<file path="config.mk">
export PLATFORM = sky130hd
export DESIGN_NAME = bubble_position_tracker_flat
export DESIGN_NICKNAME = d
export VERILOG_FILES = /design/src/rtl/bubble_pkg.sv /design/src/rtl/bubble_position_tracker_if.sv /design/src/rtl/bubble_sync_edge.sv /design/src/rtl/bubble_position_tracker.sv /design/src/flat_wrapper.sv
export SDC_FILE = /design/constraint.sdc
export NUM_CORES = 1
export LEC_CHECK = 0
export CAP_MARGIN = 20
export CORE_ASPECT_RATIO = 0.7
export CORE_MARGIN = 1.5
export CORE_UTILIZATION = 28
export CTS_CLUSTER_DIAMETER = 40
export CTS_CLUSTER_SIZE = 14
export DETAILED_ROUTE_END_ITERATION = 8
export SETUP_SLACK_MARGIN = 0.3
export SLEW_MARGIN = 20
export SYNTH_ARGS = -nofsm -noshare
export SYNTH_HDL_FRONTEND = slang
export SYNTH_HIERARCHICAL = 1
export SYNTH_SLANG_ARGS = --single-unit
</file>
<file path="constraint.sdc">
create_clock -name master_clock -period 2.7 [get_ports master_clock]
set_clock_uncertainty 0.05 [all_clocks]
set_input_delay 0.405 -clock master_clock [delete_from_list [all_inputs] [get_ports master_clock]]
set_output_delay 0.405 -clock master_clock [all_outputs]
set_load 0.01 [all_outputs]
</file>
<file path="src/rtl/bubble_pkg.sv">
// Shared constants and FSM state type for the bubble position tracker.
package bubble_pkg;

    localparam int unsigned LOOP_LENGTH_DEF = 2053;
    localparam int unsigned BOOT_LENGTH_DEF = 1024;
    localparam int unsigned ADDR_W_DEF      = 12;
    localparam int unsigned CHANNELS_DEF    = 4;

    typedef enum logic [1:0] {
        StIdle,
        StFetch,
        StReady,
        StShift
    } state_e;

endpackage

</file>
<file path="src/rtl/bubble_position_tracker_if.sv">
// Page-buffer fetch bus: the tracker is master (req/addr), the buffer is slave (ack/data).
interface bubble_position_tracker_if
    import bubble_pkg::*;
#(
    parameter int unsigned AddrW = ADDR_W_DEF,
    parameter int unsigned ChanW = CHANNELS_DEF
) ();

    logic             read_req;
    logic [AddrW-1:0] read_addr;
    logic             read_ack;
    logic [ChanW-1:0] read_data;

    modport master (
        output read_req,
        output read_addr,
        input  read_ack,
        input  read_data
    );

    modport slave (
        input  read_req,
        input  read_addr,
        output read_ack,
        output read_data
    );

endinterface

</file>
<file path="src/rtl/bubble_sync_edge.sv">
// Two-flop synchroniser for one async pin, plus single-cycle rise/fall pulses.
module bubble_sync_edge (
    input  logic clk_i,
    input  logic rst_i,
    input  logic async_i,
    output logic level_o,
    output logic rise_o,
    output logic fall_o
);

    logic [1:0] sync_q, sync_d;
    logic       prev_q, prev_d;

    always_comb begin
        sync_d = {sync_q[0], async_i};
        prev_d = sync_q[1];
    end

    always_ff @(posedge clk_i) begin
        if (rst_i) begin
            sync_q <= '0;
            prev_q <= 1'b0;
        end else begin
            sync_q <= sync_d;
            prev_q <= prev_d;
        end
    end

    assign level_o = sync_q[1];
    assign rise_o  = sync_q[1] & ~prev_q;
    assign fall_o  = ~sync_q[1] & prev_q;

endmodule

</file>
<file path="src/rtl/bubble_position_tracker.sv">
// Tracks emulated bubble minor-loop position, fetches each latched position's word from the
// page buffer and presents it on the detector outputs inside the strobe/notice window.
module bubble_position_tracker
    import bubble_pkg::*;
#(
    parameter int unsigned LOOP_LENGTH = LOOP_LENGTH_DEF,
    parameter int unsigned BOOT_LENGTH = BOOT_LENGTH_DEF,
    parameter int unsigned ADDR_W      = ADDR_W_DEF,
    parameter int unsigned CHANNELS    = CHANNELS_DEF
) (
    input  logic                master_clock,
    input  logic                reset,
    input  logic                position_change,
    input  logic                position_latch,
    input  logic                data_out_strobe,
    input  logic                data_out_notice,
    input  logic                bootloader_select,
    input  logic                coil_run,
    output logic [ADDR_W-1:0]   current_position,
    output logic [CHANNELS-1:0] bubble_out,
    output logic                busy,
    output logic                underrun,
    output logic                overrun,
    bubble_position_tracker_if.master rd
);

    localparam logic [ADDR_W-1:0] LoopLast = ADDR_W'(LOOP_LENGTH - 1);
    localparam logic [ADDR_W-1:0] BootLast = ADDR_W'(BOOT_LENGTH - 1);

    // Pin order: change, latch, strobe, notice, boot select, coil run.
    logic [5:0] pins, lvl, rise, fall;
    assign pins = {coil_run, bootloader_select, data_out_notice, data_out_strobe,
                   position_latch, position_change};

    for (genvar i = 0; i < 6; i++) begin : g_sync
        bubble_sync_edge u_sync (
            .clk_i   (master_clock),
            .rst_i   (reset),
            .async_i (pins[i]),
            .level_o (lvl[i]),
            .rise_o  (rise[i]),
            .fall_o  (fall[i])
        );
    end

    logic unused_edges;
    assign unused_edges = ^{rise[5:2], fall[5:4], fall[1:0], lvl[3:0]};

    logic pc_rise, latch_rise, strobe_fall, notice_fall;
    assign pc_rise     = rise[0];
    assign latch_rise  = rise[1];
    assign strobe_fall = fall[2];
    assign notice_fall = fall[3];

    state_e              state_q, state_d;
    logic [ADDR_W-1:0]   cnt_q, cnt_d, len_last;
    logic [ADDR_W-1:0]   cur_pos_q, cur_pos_d, addr_q, addr_d;
    logic [CHANNELS-1:0] data_q, data_d, bubble_q, bubble_d;
    logic                req_q, req_d, busy_q, busy_d;
    logic                underrun_q, underrun_d, overrun_q, overrun_d;

    // >= rather than == so a counter stranded above a shorter length wraps on its next advance.
    always_comb begin
        len_last = lvl[4] ? BootLast : LoopLast;
        cnt_d    = cnt_q;
        if (pc_rise && lvl[5]) begin
            cnt_d = (cnt_q >= len_last) ? '0 : cnt_q + 1'b1;
        end
    end

    always_comb begin
        state_d    = state_q;
        cur_pos_d  = cur_pos_q;
        addr_d     = addr_q;
        req_d      = req_q;
        data_d     = data_q;
        bubble_d   = bubble_q;
        underrun_d = 1'b0;
        overrun_d  = latch_rise && (state_q != StIdle);
        unique case (state_q)
            StIdle: begin
                bubble_d = '0;
                if (latch_rise) begin
                    cur_pos_d = cnt_d;
                    addr_d    = cnt_d;
                    req_d     = 1'b1;
                    state_d   = StFetch;
                end
            end
            StFetch: begin
                if (strobe_fall) begin
                    // An ack landing with the strobe still makes it onto the output.
                    req_d   = 1'b0;
                    state_d = StShift;
                    if (rd.read_ack) begin
                        bubble_d = rd.read_data;
                    end else begin
                        bubble_d   = '0;
                        underrun_d = 1'b1;
                    end
                end else if (rd.read_ack) begin
                    req_d   = 1'b0;
                    data_d  = rd.read_data;
                    state_d = StReady;
                end
            end
            StReady: begin
                if (strobe_fall) begin
                    bubble_d = notice_fall ? '0 : data_q;
                    state_d  = notice_fall ? StIdle : StShift;
                end
            end
            StShift: begin
                if (notice_fall) begin
                    bubble_d = '0;
                    state_d  = StIdle;
                end
            end
            default: state_d = StIdle;
        endcase
        busy_d = (state_d != StIdle);
    end

    always_ff @(posedge master_clock) begin
        if (reset) begin
            state_q    <= StIdle;
            cnt_q      <= '0;
            cur_pos_q  <= '0;
            addr_q     <= '0;
            req_q      <= 1'b0;
            data_q     <= '0;
            bubble_q   <= '0;
            busy_q     <= 1'b0;
            underrun_q <= 1'b0;
            overrun_q  <= 1'b0;
        end else begin
            state_q    <= state_d;
            cnt_q      <= cnt_d;
            cur_pos_q  <= cur_pos_d;
            addr_q     <= addr_d;
            req_q      <= req_d;
            data_q     <= data_d;
            bubble_q   <= bubble_d;
            busy_q     <= busy_d;
            underrun_q <= underrun_d;
            overrun_q  <= overrun_d;
        end
    end

    assign current_position = cur_pos_q;
    assign rd.read_req      = req_q;
    assign rd.read_addr     = addr_q;
    assign bubble_out       = bubble_q;
    assign busy             = busy_q;
    assign underrun         = underrun_q;
    assign overrun          = overrun_q;

endmodule

</file>
<file path="src/flat_wrapper.sv">
// flat-port wrapper written by rule: the top's interface ports become plain ports
module bubble_position_tracker_flat import bubble_pkg::*;
#(
    parameter int unsigned LOOP_LENGTH = LOOP_LENGTH_DEF,
    parameter int unsigned BOOT_LENGTH = BOOT_LENGTH_DEF,
    parameter int unsigned ADDR_W      = ADDR_W_DEF,
    parameter int unsigned CHANNELS    = CHANNELS_DEF
)
  (master_clock, reset, position_change, position_latch, data_out_strobe, data_out_notice, bootloader_select, coil_run, current_position, bubble_out, busy, underrun, overrun, rd_read_req, rd_read_addr, rd_read_ack, rd_read_data);
  bubble_position_tracker_if rd_i ();
  input  logic master_clock;
  input  logic reset;
  input  logic position_change;
  input  logic position_latch;
  input  logic data_out_strobe;
  input  logic data_out_notice;
  input  logic bootloader_select;
  input  logic coil_run;
  output logic [ADDR_W-1:0] current_position;
  output logic [CHANNELS-1:0] bubble_out;
  output logic busy;
  output logic underrun;
  output logic overrun;
  output wire logic [$bits(rd_i.read_req)-1:0] rd_read_req;
  output wire logic [$bits(rd_i.read_addr)-1:0] rd_read_addr;
  input wire logic [$bits(rd_i.read_ack)-1:0] rd_read_ack;
  input wire logic [$bits(rd_i.read_data)-1:0] rd_read_data;
  assign rd_read_req = rd_i.read_req;
  assign rd_read_addr = rd_i.read_addr;
  assign rd_i.read_ack = rd_read_ack;
  assign rd_i.read_data = rd_read_data;
  bubble_position_tracker #(.LOOP_LENGTH(LOOP_LENGTH), .BOOT_LENGTH(BOOT_LENGTH), .ADDR_W(ADDR_W), .CHANNELS(CHANNELS)) u_core (.master_clock(master_clock), .reset(reset), .position_change(position_change), .position_latch(position_latch), .data_out_strobe(data_out_strobe), .data_out_notice(data_out_notice), .bootloader_select(bootloader_select), .coil_run(coil_run), .current_position(current_position), .bubble_out(bubble_out), .busy(busy), .underrun(underrun), .overrun(overrun), .rd(rd_i));
endmodule
</file>
# Yosys cells after proc, flatten, opt, wreduce, memory -nomap -nowiden
# Index checks and enable logic that the tools add are counted.
# word_totals
output_inout_bits,32
word_cells,71
ff_bits,54
in_bits,13
# op_classes
n_eq_ne,8
mux,21
n_reduce_logical,11
magnitude_cmp,1
addsub,1
n_bitwise,10
# op_table
operator,count
2-to-1 mux 12 bit,3
2-to-1 mux 4 bit,5
one-hot mux 4 bit (4 select lines),1
"adder 12 x 1 -> 12 bit, second input constant",1
>= comparator 12 bit,1
2-to-1 mux 2 bit,6
AND reduction 3 bit,3
one-hot mux 2 bit (4 select lines),1
inverter 1 bit,6
nonzero test 2 bit,3
AND 1 bit,4
"equality test 2 bit, second input constant",2
2-to-1 mux 1 bit,4
"!= test 2 x 1 -> 1 bit, second input constant",2
"!= test 2 bit, second input constant",2
"!= test 3 bit, second input constant",1
OR reduction 3 bit,1
"equality test 2 x 1 -> 1 bit, second input constant",1
logical AND 1 bit,2
zero test 2 bit,1
one-hot mux 1 bit (2 select lines),1
AND reduction 2 bit,1

# Depth between registers and ports, before layout
# logic_depth
word_depth,6
depth_mapped,8

# Cells and area by module
# Netlist, hierarchy kept.
# by_module_without_submodules
module,cells_each,area_each_um2,instances,seq_area_each_um2
bubble_position_tracker,218,2021.9,1,760.7
bubble_sync_edge,8,91.3,6,60.1

# Worst setup path before layout
# No wires, ideal clock.
# synth_timing
path_kind,register to register
startpoint,reg u_core.g_sync[4].u_sync.sync_q[1]
endpoint,"reg u_core.addr_q[5], in the netlist u_core/rd.read_addr[5]"
path_buffers,1
path_stages_with_launch,9
setup_time_ns,0.086
t_arrival_ns,1.826
slack_ns,0.738
cell_sequence,dfxtp_1 -> inv_1 -> ha_1 -> a21oi_1 -> o21ai_1 -> a221oi_4 -> a21oi_2 -> buf_6 -> o31ai_2
# synth_between
elab_chain_cells,4
# synth_rtl
element,line,source
from (decl),bubble_sync_edge.sv:11,"logic [1:0] sync_q, sync_d;"
from (signal assigned),bubble_sync_edge.sv:24,sync_q <= sync_d;
2-to-1 mux 12 bit,bubble_position_tracker.sv:64,len_last = lvl[4] ? BootLast : LoopLast;
>= comparator 12 bit,bubble_position_tracker.sv:67,cnt_d = (cnt_q >= len_last) ? '0 : cnt_q + 1'b1;
2-to-1 mux 12 bit,bubble_position_tracker.sv:67,
2-to-1 mux 12 bit,bubble_position_tracker.sv:66,if (pc_rise && lvl[5]) begin
to (signal assigned),bubble_position_tracker.sv:140,addr_q <= addr_d;
to (decl),bubble_position_tracker.sv:57,"logic [ADDR_W-1:0] cur_pos_q, cur_pos_d, addr_q, addr_d;"
# Every way passes these cells.
# A chain may end at the register's enable or synchronous reset.

# Worst setup path in the final report
# layout_timing
startpoint,reg u_core.g_sync[4].u_sync.sync_q[1]
endpoint,"reg u_core.addr_q[3], in the netlist u_core/rd.read_addr[3]"
# Same word-level chain as after synthesis.

==> flow_summary.yaml <==
global_routing:
  grt_start_max_net_pins: 55
  grt_pass1_wl_um: 8540
  gr-usage-all-layers_pct: 11.7
  first_global_vias: 1731
  globalRouteOverflowTotal: 0
  grt_antenna_before_repair: 0
place:
  dp.cells: 398
  detailed_place_hpwl_um: 3640
  pre_cts_ws_ps: 125
  globalplace.congestion: 0.766
  buffer_ports.inserted: 44
sta:
  max_slew_margin_pct: 53.3
  rsz0062_at_grt: "yes"
  report.final.slew_viol_count: 0
  setup_failing_eps_final: 0
  timing.setup.tns_ps: 0
  period_minus_slack_ps: 2260
  tightestPinTransition_ps: 701
  report.final.hold_viol_count: 0
  post-route-worst-setup-slack_ps: 437
  fmax_mhz: 442
  post-route-period-util_pct: 83.8
synth:
  synth.avg_cell_area_um2: 9.71
  postSynthCellCount: 254
  post_synthesis_net_count: 282
  synth.cell_area_um2: 2470
  synth.yosys.warnings: 6
floorplanning:
  floorplan.initialDensity_pct: 29.0
  coreArea_um2: 8510
  ios: 45
  std_cell_rows: 28
  die-area_um2: 9390
  die_width_um: 115
  die_h_um: 81.5
job:
  cap_viol_max_count: 0
setup_path:
  endpoint_kind: "flop"
  arrival_ps: 2360
  timing.critical_path.fanout_max: 20
  path_class: "reg2reg"
  start_kind: "flop"
  required_time_at_the_endpoint_of_the_critical_path_ps: 2800
clock_network:
  tritoncts: "yes"
  numCtsBuffers: 5
  cts_sinks: 54
  cts-root-to-sink-buffers: 2
  clock_latency_ps: 290
  cts.htree.levels: 2
  ctsRootBufferMaster: "sky130_fd_sc_hd__clkbuf_16"
  clkSlewWorstSetupHoldPaths_ps: 70
outcome:
  run_status: "completed"
worst_hold_path:
  type_of_the_most_critical_hold_path: "reg2reg"
layout:
  final_layout_size_suffix_gt1_share_pct: 8.04
  num_antenna_cells: 0
  layout.cells.most_common_list: "54 x sky130_fd_sc_hd__dfxtp_1, 43 x sky130_fd_sc_hd__clkdlybuf4s50_1, 21 x sky130_fd_sc_hd__nor2_1, 21 x sky130_fd_sc_hd__nor2b_1, 15 x sky130_fd_sc_hd__ha_1"
  synthesis_to_finish_area_growth_pct: 27.0
  layout_commonest_cell: "sky130_fd_sc_hd__dfxtp_1"
  stdcell_count: 406
  final_util_pct: 36.8
  nets: 313
detailed_routing:
  drt_iter0_markers: 151
  route.final.wire_length_um: 5100
  route.detailed.vias_per_inst: 4.56
  detail_route.drc_violations: 0
  wl_per_cell_um: 12.6
  route.antenna.remaining_nets: 0
  num_vias: 1851
  detailedRoute.firstPassIterationCount: 4
pwr:
  power.static_leakage_uw: 0.00118
  power.density_nw_per_um2: 588
  vdd_drop_max_uv: 293
==> stage by stage <==
step                hold WS (ps)  instance area (um^2)  total power, uW
floorplan                    364                  2470              963
global placement             369                  2930             1030
detailed placement           372                  2930             1030
CTS                          389                  3130             1860
global route                 410                  3130             1920
finish                       386                  3130             1840
==> worst max-delay path, stage by stage (launching register included) <==
cell,delay [ps]
sky130_fd_sc_hd__dfxtp_1,370
sky130_fd_sc_hd__inv_1,160
sky130_fd_sc_hd__ha_1,330
sky130_fd_sc_hd__and4b_4,260
sky130_fd_sc_hd__o211ai_1,190
sky130_fd_sc_hd__a21oi_4,610
sky130_fd_sc_hd__o31ai_2,150
==> final cells by class <==
cell class,instances,area [um^2]
repair buffers,45,443
clock buffers,6,139
inverters,7,26.3
clock inverters,2,60.1
fillers,863,5380
well taps,120,150
flip-flops and latches,54,1080
multi-input cells,172,1230
==> registers in the layout, indices dropped and copies added, names as in the netlist <==
register,cells
u_core/bubble_out,4
u_core/busy,1
u_core/cnt_q,12
u_core/data_q,4
u_core/g_sync.u_sync/prev_q,4
u_core/g_sync.u_sync/sync_q,12
u_core/overrun,1
u_core/rd.read_addr,12
u_core/rd.read_req,1
u_core/state_q,2
u_core/underrun,1
==> power breakdown <==
group | leakage (uW) | switching, uW | internal [uW]
Clock | 0.0000971 | 274 | 556
Sequential | 0.000439 | 14.5 | 822
Combinational | 0.000642 | 95.9 | 78.2
==> final timing paths <==
| path | slack, ps | endpoint | start | cells after the start |
|---|---|---|---|---|
| min | 390 | u_core/g_sync[3].u_sync/sync_q[1] | u_core/g_sync[3].u_sync/sync_q[0] | 1 |
| max reg2reg | 440 | u_core/rd.read_addr[3] | u_core/g_sync[4].u_sync/sync_q[1] | 6 |
| max | 440 | u_core/rd.read_addr[3] | u_core/g_sync[4].u_sync/sync_q[1] | 6 |
| min reg2reg | 390 | u_core/g_sync[3].u_sync/sync_q[1] | u_core/g_sync[3].u_sync/sync_q[0] | 1 |
==> timing repair <==
action	CTS	global route
endpoints found under the setup margin	20	1
gates resized for setup	1	0
buffers inserted	0	0
hold buffers	0	0
==> metal layers <==
metal	up-vias	wire (um)	GRT usage, %
met3	7	249	2.29
met5	-	0	0
met4	0	75	4.44
li1	941	-	-
met1	858	2750	17.2
met2	45	2030	16.8
Note: power is estimated with default switching activity, not from simulation.
